[config.mk]
export PLATFORM = sky130hd
export DESIGN_NAME = demux_de_control_receptor
export DESIGN_NICKNAME = d
export VERILOG_FILES = /design/src/rtl/demux_de_control_receptor.sv
export SDC_FILE = /design/constraint.sdc
export NUM_CORES = 1
export LEC_CHECK = 0
export ABC_AREA = 0
export CAP_MARGIN = 10
export CORE_ASPECT_RATIO = 1.1
export CORE_UTILIZATION = 55
export DETAILED_ROUTE_END_ITERATION = 10
export PLACE_DENSITY = 0.84
export SLEW_MARGIN = 15
export SYNTH_ARGS = -nofsm -noshare
export SYNTH_HDL_FRONTEND = slang
export SYNTH_SLANG_ARGS = --single-unit
[constraint.sdc]
create_clock -name CLK -period 3.6 [get_ports CLK]
set_input_delay 0.72 -clock CLK [delete_from_list [all_inputs] [get_ports CLK]]
set_output_delay 0.72 -clock CLK [all_outputs]
set_load 0.03 [all_outputs]
[src/rtl/demux_de_control_receptor.sv]
// Receive-side symbol demux: sorts link bytes into control symbols and payload,
// and tracks ordered-set / packet framing for the Rx buffer logic.
//
// state | meaning
// IDLE  | between frames; only IDL/PAD are quiet, COM opens an ordered set
// OS    | inside an ordered set (COM, SKP, FTS symbols)
// PKT   | inside a packet opened by STP/SDP; payload bytes are counted

`ifndef COM
`define COM 8'hBC
`endif
`ifndef PAD
`define PAD 8'hF7
`endif
`ifndef SKP
`define SKP 8'h1C
`endif
`ifndef STP
`define STP 8'hFB
`endif
`ifndef SDP
`define SDP 8'h5C
`endif
`ifndef END
`define END 8'hFD
`endif
`ifndef EDB
`define EDB 8'hFE
`endif
`ifndef FTS
`define FTS 8'h3C
`endif
`ifndef IDL
`define IDL 8'h7C
`endif

module demux_de_control_receptor #(
  parameter int MAX_LEN = 64,
  parameter int LEN_W   = 7
) (
  input  logic             CLK,
  input  logic             RESET,
  input  logic [7:0]       IN,
  input  logic             IN_VALID,
  output logic [3:0]       CONTROL,
  output logic [7:0]       Rx_Buffer,
  output logic             DATA_VALID,
  output logic             PKT_START,
  output logic             PKT_END,
  output logic             PKT_ABORT,
  output logic [LEN_W-1:0] PKT_LEN,
  output logic             ERROR
);

  localparam logic [3:0] C_COM = 4'd0, C_PAD = 4'd1, C_SKP = 4'd2, C_STP = 4'd3,
                         C_SDP = 4'd4, C_END = 4'd5, C_EDB = 4'd6, C_FTS = 4'd7,
                         C_IDL = 4'd8, C_DATA = 4'd9, C_UNK = 4'd15;
  localparam logic [LEN_W-1:0] MAX_CNT = LEN_W'(MAX_LEN);

  typedef enum logic [1:0] {IDLE, OS, PKT} state_t;

  state_t           state_q, state_d;
  logic [LEN_W-1:0] cnt_q, cnt_d;
  logic [LEN_W-1:0] len_q, len_d;
  logic [3:0]       control_q, control_d;
  logic [7:0]       rx_q, rx_d;
  logic             dv_q, dv_d;
  logic             start_q, start_d;
  logic             end_q, end_d;
  logic             abort_q, abort_d;
  logic             err_q, err_d;
  logic [3:0]       cls;

  function automatic logic [3:0] decode(input logic [7:0] b);
    case (b)
      `COM:    decode = C_COM;
      `PAD:    decode = C_PAD;
      `SKP:    decode = C_SKP;
      `STP:    decode = C_STP;
      `SDP:    decode = C_SDP;
      `END:    decode = C_END;
      `EDB:    decode = C_EDB;
      `FTS:    decode = C_FTS;
      `IDL:    decode = C_IDL;
      default: decode = C_UNK;
    endcase
  endfunction

  always_comb begin
    cls       = decode(IN);
    state_d   = state_q;
    cnt_d     = cnt_q;
    len_d     = len_q;
    control_d = control_q;
    rx_d      = rx_q;
    dv_d      = 1'b0;
    start_d   = 1'b0;
    end_d     = 1'b0;
    abort_d   = 1'b0;
    err_d     = 1'b0;
    if (IN_VALID) begin
      control_d = cls;
      case (state_q)
        IDLE: begin
          if (cls == C_COM) begin
            state_d = OS;
          end else if (cls == C_STP || cls == C_SDP) begin
            state_d = PKT;
            start_d = 1'b1;
            cnt_d   = '0;
          end else if (cls != C_IDL && cls != C_PAD) begin
            err_d = 1'b1;
          end
        end
        OS: begin
          if (cls == C_IDL || cls == C_PAD) begin
            state_d = IDLE;
          end else if (cls == C_STP || cls == C_SDP) begin
            state_d = PKT;
            start_d = 1'b1;
            cnt_d   = '0;
          end else if (cls != C_SKP && cls != C_FTS && cls != C_COM) begin
            err_d   = 1'b1;
            state_d = IDLE;
          end
        end
        PKT: begin
          if (cls == C_END) begin
            state_d = IDLE;
            end_d   = 1'b1;
            len_d   = cnt_q;
          end else if (cls == C_EDB) begin
            state_d = IDLE;
            abort_d = 1'b1;
            cnt_d   = '0;
          end else if (cls == C_STP || cls == C_SDP) begin
            // nested start: drop the open packet and begin a fresh one
            err_d   = 1'b1;
            abort_d = 1'b1;
            start_d = 1'b1;
            cnt_d   = '0;
          end else if (cnt_q >= MAX_CNT) begin
            control_d = C_DATA;
            err_d     = 1'b1;
            abort_d   = 1'b1;
            state_d   = IDLE;
            cnt_d     = '0;
          end else begin
            control_d = C_DATA;
            rx_d      = IN;
            dv_d      = 1'b1;
            if (cnt_q != '1) cnt_d = cnt_q + 1'b1;
          end
        end
        default: state_d = IDLE;
      endcase
    end
  end

  always_ff @(posedge CLK) begin
    if (RESET) begin
      state_q   <= IDLE;
      cnt_q     <= '0;
      len_q     <= '0;
      control_q <= C_IDL;
      rx_q      <= '0;
      dv_q      <= 1'b0;
      start_q   <= 1'b0;
      end_q     <= 1'b0;
      abort_q   <= 1'b0;
      err_q     <= 1'b0;
    end else begin
      state_q   <= state_d;
      cnt_q     <= cnt_d;
      len_q     <= len_d;
      control_q <= control_d;
      rx_q      <= rx_d;
      dv_q      <= dv_d;
      start_q   <= start_d;
      end_q     <= end_d;
      abort_q   <= abort_d;
      err_q     <= err_d;
    end
  end

  assign CONTROL    = control_q;
  assign Rx_Buffer  = rx_q;
  assign DATA_VALID = dv_q;
  assign PKT_START  = start_q;
  assign PKT_END    = end_q;
  assign PKT_ABORT  = abort_q;
  assign PKT_LEN    = len_q;
  assign ERROR      = err_q;

endmodule

==> flow_metrics.tcl, run 1 <==
set metrics [dict create \
    outcome "finished, violations left" \
    violations "DRC" \
    synth_nets 229 \
    cts_resized 0 \
    clk_path_buf_depth 2 \
    tightest_slew_ns 0.5501 \
    start_util 0.5860 \
    coreArea_sq_um 3100 \
    setup_tns_ns 0 \
    finalHoldViolations 0 \
    place.gp.congestion 0.9411 \
    switchingPower_w 0.0001851 \
    clk_pin_slew_ns 0.10 \
    muxShareOfSynthArea 0.07713 \
    die_h_um 62.28 \
    crit_slowest_cell "clkdlybuf4s50_1" \
    synth-warning-count 0 \
    grt-ovfl-total 0 \
    synth-compound-area-share 0.1570 \
    critPathMaxStageDelay_ns 0.69 \
    totalWireLength_um 4138 \
    drc 4 \
    htreeDepth 2 \
    hp-class "register to register" \
    period_needed_ns 2.851 \
    synth_top_cell_area_share 0.3636 \
    cp_top_family "simple AND/OR/NAND/NOR gates" \
    synth_cell_types 52 \
    cts_buffers 5 \
    synth_top_family_by_area "simple AND/OR/NAND/NOR gates" \
    via_per_inst 5.890 \
    grt_pass1_vias 1483 \
    crit_arrival_ns 3.06 \
    fmax_mhz 350.8 \
    numPortBuffers 34 \
    finalSetupViolations 0 \
    max_slew_margin 0.6321 \
    synth_area_leaders "dfxtp_1 36%, mux2i_1 7.7%, nor2_1 7.2%" \
    dp_hpwl_um 2899 \
    final_nets 260 \
    synth-edff-count 0 \
    layout_setup_ws_ns 0.7490 \
    cts_tree "yes" \
    post_cts_buffers 0 \
    cp_max_fo 15 \
    slew_viol_final 0 \
    vdd_drop_max_uv 239.7 \
    syn_area_sq_um 1817 \
    hold_buffers 0 \
    ant_nets 0 \
    cts.sinks 33 \
    die_area_sq_um 3538 \
    async_reset_ff_frac 0 \
    r2r_slack_ns 1.82 \
    syn_avg_cell_area_sq_um 8.411 \
    grt_pass1_wl_um 7010 \
    drt-wirelength-per-cell_um 14.67 \
    rows 21 \
    fp.dieW_um 56.80 \
    grt_setup_unrepaired "false" \
    synthAdderAreaFrac 0.01377 \
    required_ns 3.81 \
    fin_skew_ns 0.01336 \
    pwr-share-seq 0.494 \
    num_antenna_cells 0 \
    gr-usage-all-layers 0.2537 \
    fin_cells 282 \
    crit_path_end_kind "register" \
    grt_max_degree 17 \
    synth_seq_cells 33 \
    io-pin-count 35 \
    drive_gt1_frac 0.08468 \
    power.density_nw_per_um2 334.5 \
    fin_crit_sh 0.7919 \
    p_leak_nw 0.8827 \
    vias 1661 \
    critPathBufInv 1 \
    antenna_found_initial 0 \
    p_clk_frac 0.404 \
    dp_cells 274 \
    critPathKind "input pin to register" \
    p_total_w 0.0007505 \
    synth_area_leader_cell "dfxtp_1" \
    switching_share 0.2466 \
    cap_violations 0 \
    p_comb_frac 0.103 \
    first_iter_violations 78 \
    ys_seq_area_frac 0.3636 \
    area_delta_synth_final_pct 23.48 \
    startpoint_type "input pin" \
    fill_cells 265 \
    clock_latency_ns 0.34 \
    synth-xor-area-share 0.01928 \
    dr.pass1.iters 7 \
    place_ws_ns 0.4300 \
    p_int_w 0.0005655 \
    synth_cells 216 \
    cp_cell_sequence "clkdlybuf4s50_1 > nor4b_4 > nand2_1 > o31ai_2 > nor3_1 > nor4b_1 > nor4_1" \
    synthFlopType "dfxtp_1" \
    synth-simple-area-share 0.3113 \
    root_buffer "clkbuf_4" \
]
==> through the flow <==
stage          hold slack [ns]  utilization  cell area, sq um
3_3_place_gp            0.4675       0.6949              2155
4_1_cts                 0.4988       0.7236              2243
3_5_place_dp            0.4820       0.6949              2155
5_1_grt                 0.5384       0.7236              2243
6_report                0.4928       0.7236              2243
2_1_floorplan           0.4591            -              1817
==> path summary, 6_finish.rpt <==
path	start	depth (start not counted)	endpoint
worst min register to register	CONTROL[1]	2	CONTROL[1]
worst max-delay path	IN[0]	7	state_q[1]
worst max register to register	state_q[1]	6	Rx_Buffer[7]
worst min-delay path	CONTROL[1]	2	CONTROL[1]
==> cells in the mapped netlist, types with 3 or more instances <==
library cell / instances
nor2_1: 35
dfxtp_1: 33
mux2i_1: 14
nand2_1: 13
a21oi_1: 10
nand3_1: 8
a31oi_1: 7
o21ai_0: 7
clkbuf_1: 6
inv_1: 6
nand4_1: 6
buf_2: 5
and3_1: 4
nor3_1: 4
and2_1: 3
nand2b_1: 3
nand4b_1: 3
nor2b_1: 3
nor4b_1: 3
o41ai_1: 3
==> power by group through the flow <==
stage | Clock, W | Combinational, W | Sequential, W
6_report | 0.000303 | 0.0000770 | 0.000370
2_1_floorplan | 0 | 0.0000394 | 0.000386
5_1_grt | 0.000319 | 0.0000834 | 0.000371
3_3_place_gp | 0 | 0.0000757 | 0.000379
4_1_cts | 0.000307 | 0.0000765 | 0.000370
3_5_place_dp | 0 | 0.0000762 | 0.000379
==> metal layers <==
layer  wire length [um]  global-route usage  vias up  share of wire
li1                   -                   -      847              -
met1               1928              0.3355      756           0.47
met2               1968              0.3914       51           0.48
met3                163             0.05833        7          0.039
met4                 78              0.1159        0          0.019
met5                  0                   0        -              0
==> worst register-to-register path, cell delays in order (launching register included) <==
cell,delay (ns)
dfxtp_1,0.48
nand2b_1,0.18
a311oi_1,0.22
nor4b_2,0.28
buf_4,0.25
mux2i_1,0.21
nor2_1,0.06
==> cell type report <==
cell class	count	area, sq um	area share
sequential	33	660.6	0.2945
inverter	6	22.52	0.01004
timing repair buffer	39	377.9	0.1684
clock inverter	2	37.54	0.01673
multi-input combinational	162	1051	0.4685
tap	34	42.54	0.01896
clock buffer	6	51.30	0.02287
==> cells in the final DEF (no fill, tap or decap), drive strengths merged, types with 7 or more instances in the layout <==
cell type       n
a21oi          10
a31oi           7
nor2           35
dfxtp          33
nand3           8
clkdlybuf4s50  34
nand2          13
o21ai           7
mux2i          14
==> flip-flops by register name, indices dropped and copies added, names as in the netlist, 2 cells and up <==
signal     cells
CONTROL        4
PKT_LEN        7
Rx_Buffer      8
cnt_q          7
state_q        2
==> logic make-up (layout without fill, tap and decap cells) <==
family	Yosys count	count (layout)
AOI/OAI and AO/OA	42	42
buffers and inverters	21	53
xor gates and xnor gates	4	4
DFF	33	33
and+or+nand+nor	100	100
muxes	14	14
adders and majority gates	2	2
Power figures use the tool's default switching activity.
==> inputs of run 2 (changes only) <==
- CORE_UTILIZATION: 55 -> 51
- PLACE_DENSITY: 0.84 -> 0.79
- clock period: 3.6 -> 2.83 ns (I/O delays scaled with it)
==> run 2 against run 1 <==
Net effect:
- the flow now finishes without violations
- first-iteration DRC count is 36% higher
- clock skew increased by 0.0073 ns
- combinational power is 42% higher
- die area increased by 7.6%
- sequential power up 27%
- global-route usage down 0.66 points
- hold slack gained 0.0030 ns
- non-clock buffer count is 15 higher
- setup slack got worse by 0.51 ns
- clock power up 14%
- critical path type unchanged
- critical endpoint unchanged
==> flow_metrics.tcl, run 2 (synthesis results as in run 1) <==
set metrics [dict create \
    outcome "complete, no violations" \
    cap_violations 0 \
    layout_commonest_cell "nor2_1" \
    start_util 0.5410 \
    cp_max_fo 7 \
    cts_tree "yes" \
    ant_nets 0 \
    die_h_um 64.60 \
    slew_viol_final 0 \
    final_nets 275 \
    whs_path_depth 2 \
    post_cts_buffers 0 \
    numPortBuffers 34 \
    fmax_mhz 385.8 \
    hold_end "CONTROL[1]" \
    totalWireLength_um 4217 \
    drive_gt1_frac 0.1336 \
    antenna_found_initial 0 \
    fin_crit_sh 0.9159 \
    hp-start "CONTROL[1]" \
    final_cell_mix "35 x nor2_1, 34 x clkdlybuf4s50_1, 33 x dfxtp_1" \
    vdd_drop_max_uv 262.7 \
    num_antenna_cells 0 \
    rows 22 \
    die_area_sq_um 3805 \
    tightest_slew_ns 0.5866 \
    reg2reg_depth 6 \
    fin_skew_ns 0.02071 \
    r2r_start "state_q[1]" \
    drc 0 \
    dp_hpwl_um 3057 \
    critPathKind "input pin to register" \
    vias 1688 \
    root_buffer "clkbuf_4" \
    multi_input_comb_area_sq_um 1051 \
    r2r_end "Rx_Buffer[7]" \
    cts_resized 0 \
    r2r_slack_ns 0.98 \
    p_leak_nw 0.9516 \
    area_delta_synth_final_pct 29.75 \
    finalHoldViolations 0 \
    met1_length_um 1878 \
    first_iter_violations 106 \
    clock_latency_ns 0.35 \
    htreeDepth 2 \
    largest_reg_flops 8 \
    hp-class "register to register" \
    startpoint_type "input pin" \
    grt_pass1_vias 1590 \
    power.density_nw_per_um2 392.2 \
    io-pin-count 35 \
    clk_pin_slew_ns 0.11 \
    hold_slack_ns 0.4958 \
    fp.dieW_um 58.91 \
    grt-ovfl-total 0 \
    drt-wirelength-per-cell_um 13.60 \
    max_slew_margin 0.6034 \
    regArea_sq_um 660.6 \
    coreArea_sq_um 3358 \
    dr.pass1.iters 4 \
    finalSetupViolations 0 \
    via_per_inst 5.445 \
    period_needed_ns 2.592 \
    grt_pass1_wl_um 7182 \
    grt_setup_unrepaired "false" \
    place_ws_ns -0.01382 \
    crit_arrival_ns 2.83 \
    grt_max_degree 15 \
    wl_met2_um 2065 \
    layout_setup_ws_ns 0.2379 \
    cts.sinks 33 \
    maxUsedRoutingLayer "met4" \
    clk_path_buf_depth 2 \
    fill_cells 282 \
    place.gp.congestion 0.9549 \
    route.met3.wl_um 192 \
    crit_path_end_kind "register" \
    gr-usage-all-layers 0.2471 \
    cts_buffers 5 \
    hold_buffers 0 \
    required_ns 3.07 \
]
-- run 2: cell count changes in the layout (fill, tap and decap cells not counted), sizes merged --
| cell | before | now |
|---|---|---|
| clkbuf | 6 | 5 |
| clkinvlp | 1 | 0 |
| buf | 5 | 20 |
| clkinv | 0 | 1 |
-- run 2: area by class of cell --
type,instances,area share
repair buffers,54,0.2081
clock inverters,2,0.01486
clock buffers,5,0.01592
flip-flops and latches,33,0.2803
well taps,48,0.02548
inverters,6,0.009554
multi-input cells,162,0.4459
-- run 2: worst max path at each step --
stage          slack, ns    endpoint  depth (start not counted)  start
2_1_floorplan       0.58    cnt_q[4]                          9  IN[7]
3_3_place_gp      -0.007  state_q[1]                          7  IN[2]
3_5_place_dp       -0.01  state_q[1]                          7  IN[2]
4_1_cts             0.34  state_q[1]                          7  IN[2]
5_1_grt             0.06  state_q[1]                          7  IN[2]
6_report            0.24  state_q[1]                          7  IN[2]
-- run 2: stage by stage --
stage	area, sq um	setup TNS (ns)	utilization	std cells	power, W
floorplan	1817	0	-	216	0.0005408
global placement	2285	-0.006886	0.6803	303	0.0005891
detailed placement	2285	-0.01382	0.6803	303	0.0005901
CTS	2357	0	0.7019	310	0.0009235
global route	2357	0	0.7019	310	0.0009527
finish	2357	0	0.7019	310	0.0009245
-- run 2: power by group --
part	switching, W	internal (W)
sequential	0.00000212	0.000469
clock	0.000165	0.000180
combinational	0.0000600	0.0000491
total	0.000227	0.000698
-- run 2: layer usage --
| metal | track usage | vias up |
|---|---|---|
| li1 | - | 872 |
| met1 | 0.3082 | 757 |
| met3 | 0.05988 | 7 |
| met4 | 0.1161 | 0 |
| met2 | 0.3949 | 52 |
| met5 | 0 | - |
-- run 2: worst max-delay path, stage by stage --
cell and delay [ns]:
clkdlybuf4s50_1 0.63, and2_1 0.30, nor4b_1 0.53, a31oi_1 0.17
o41ai_1 0.11, nor4b_1 0.42, nor4_1 0.10
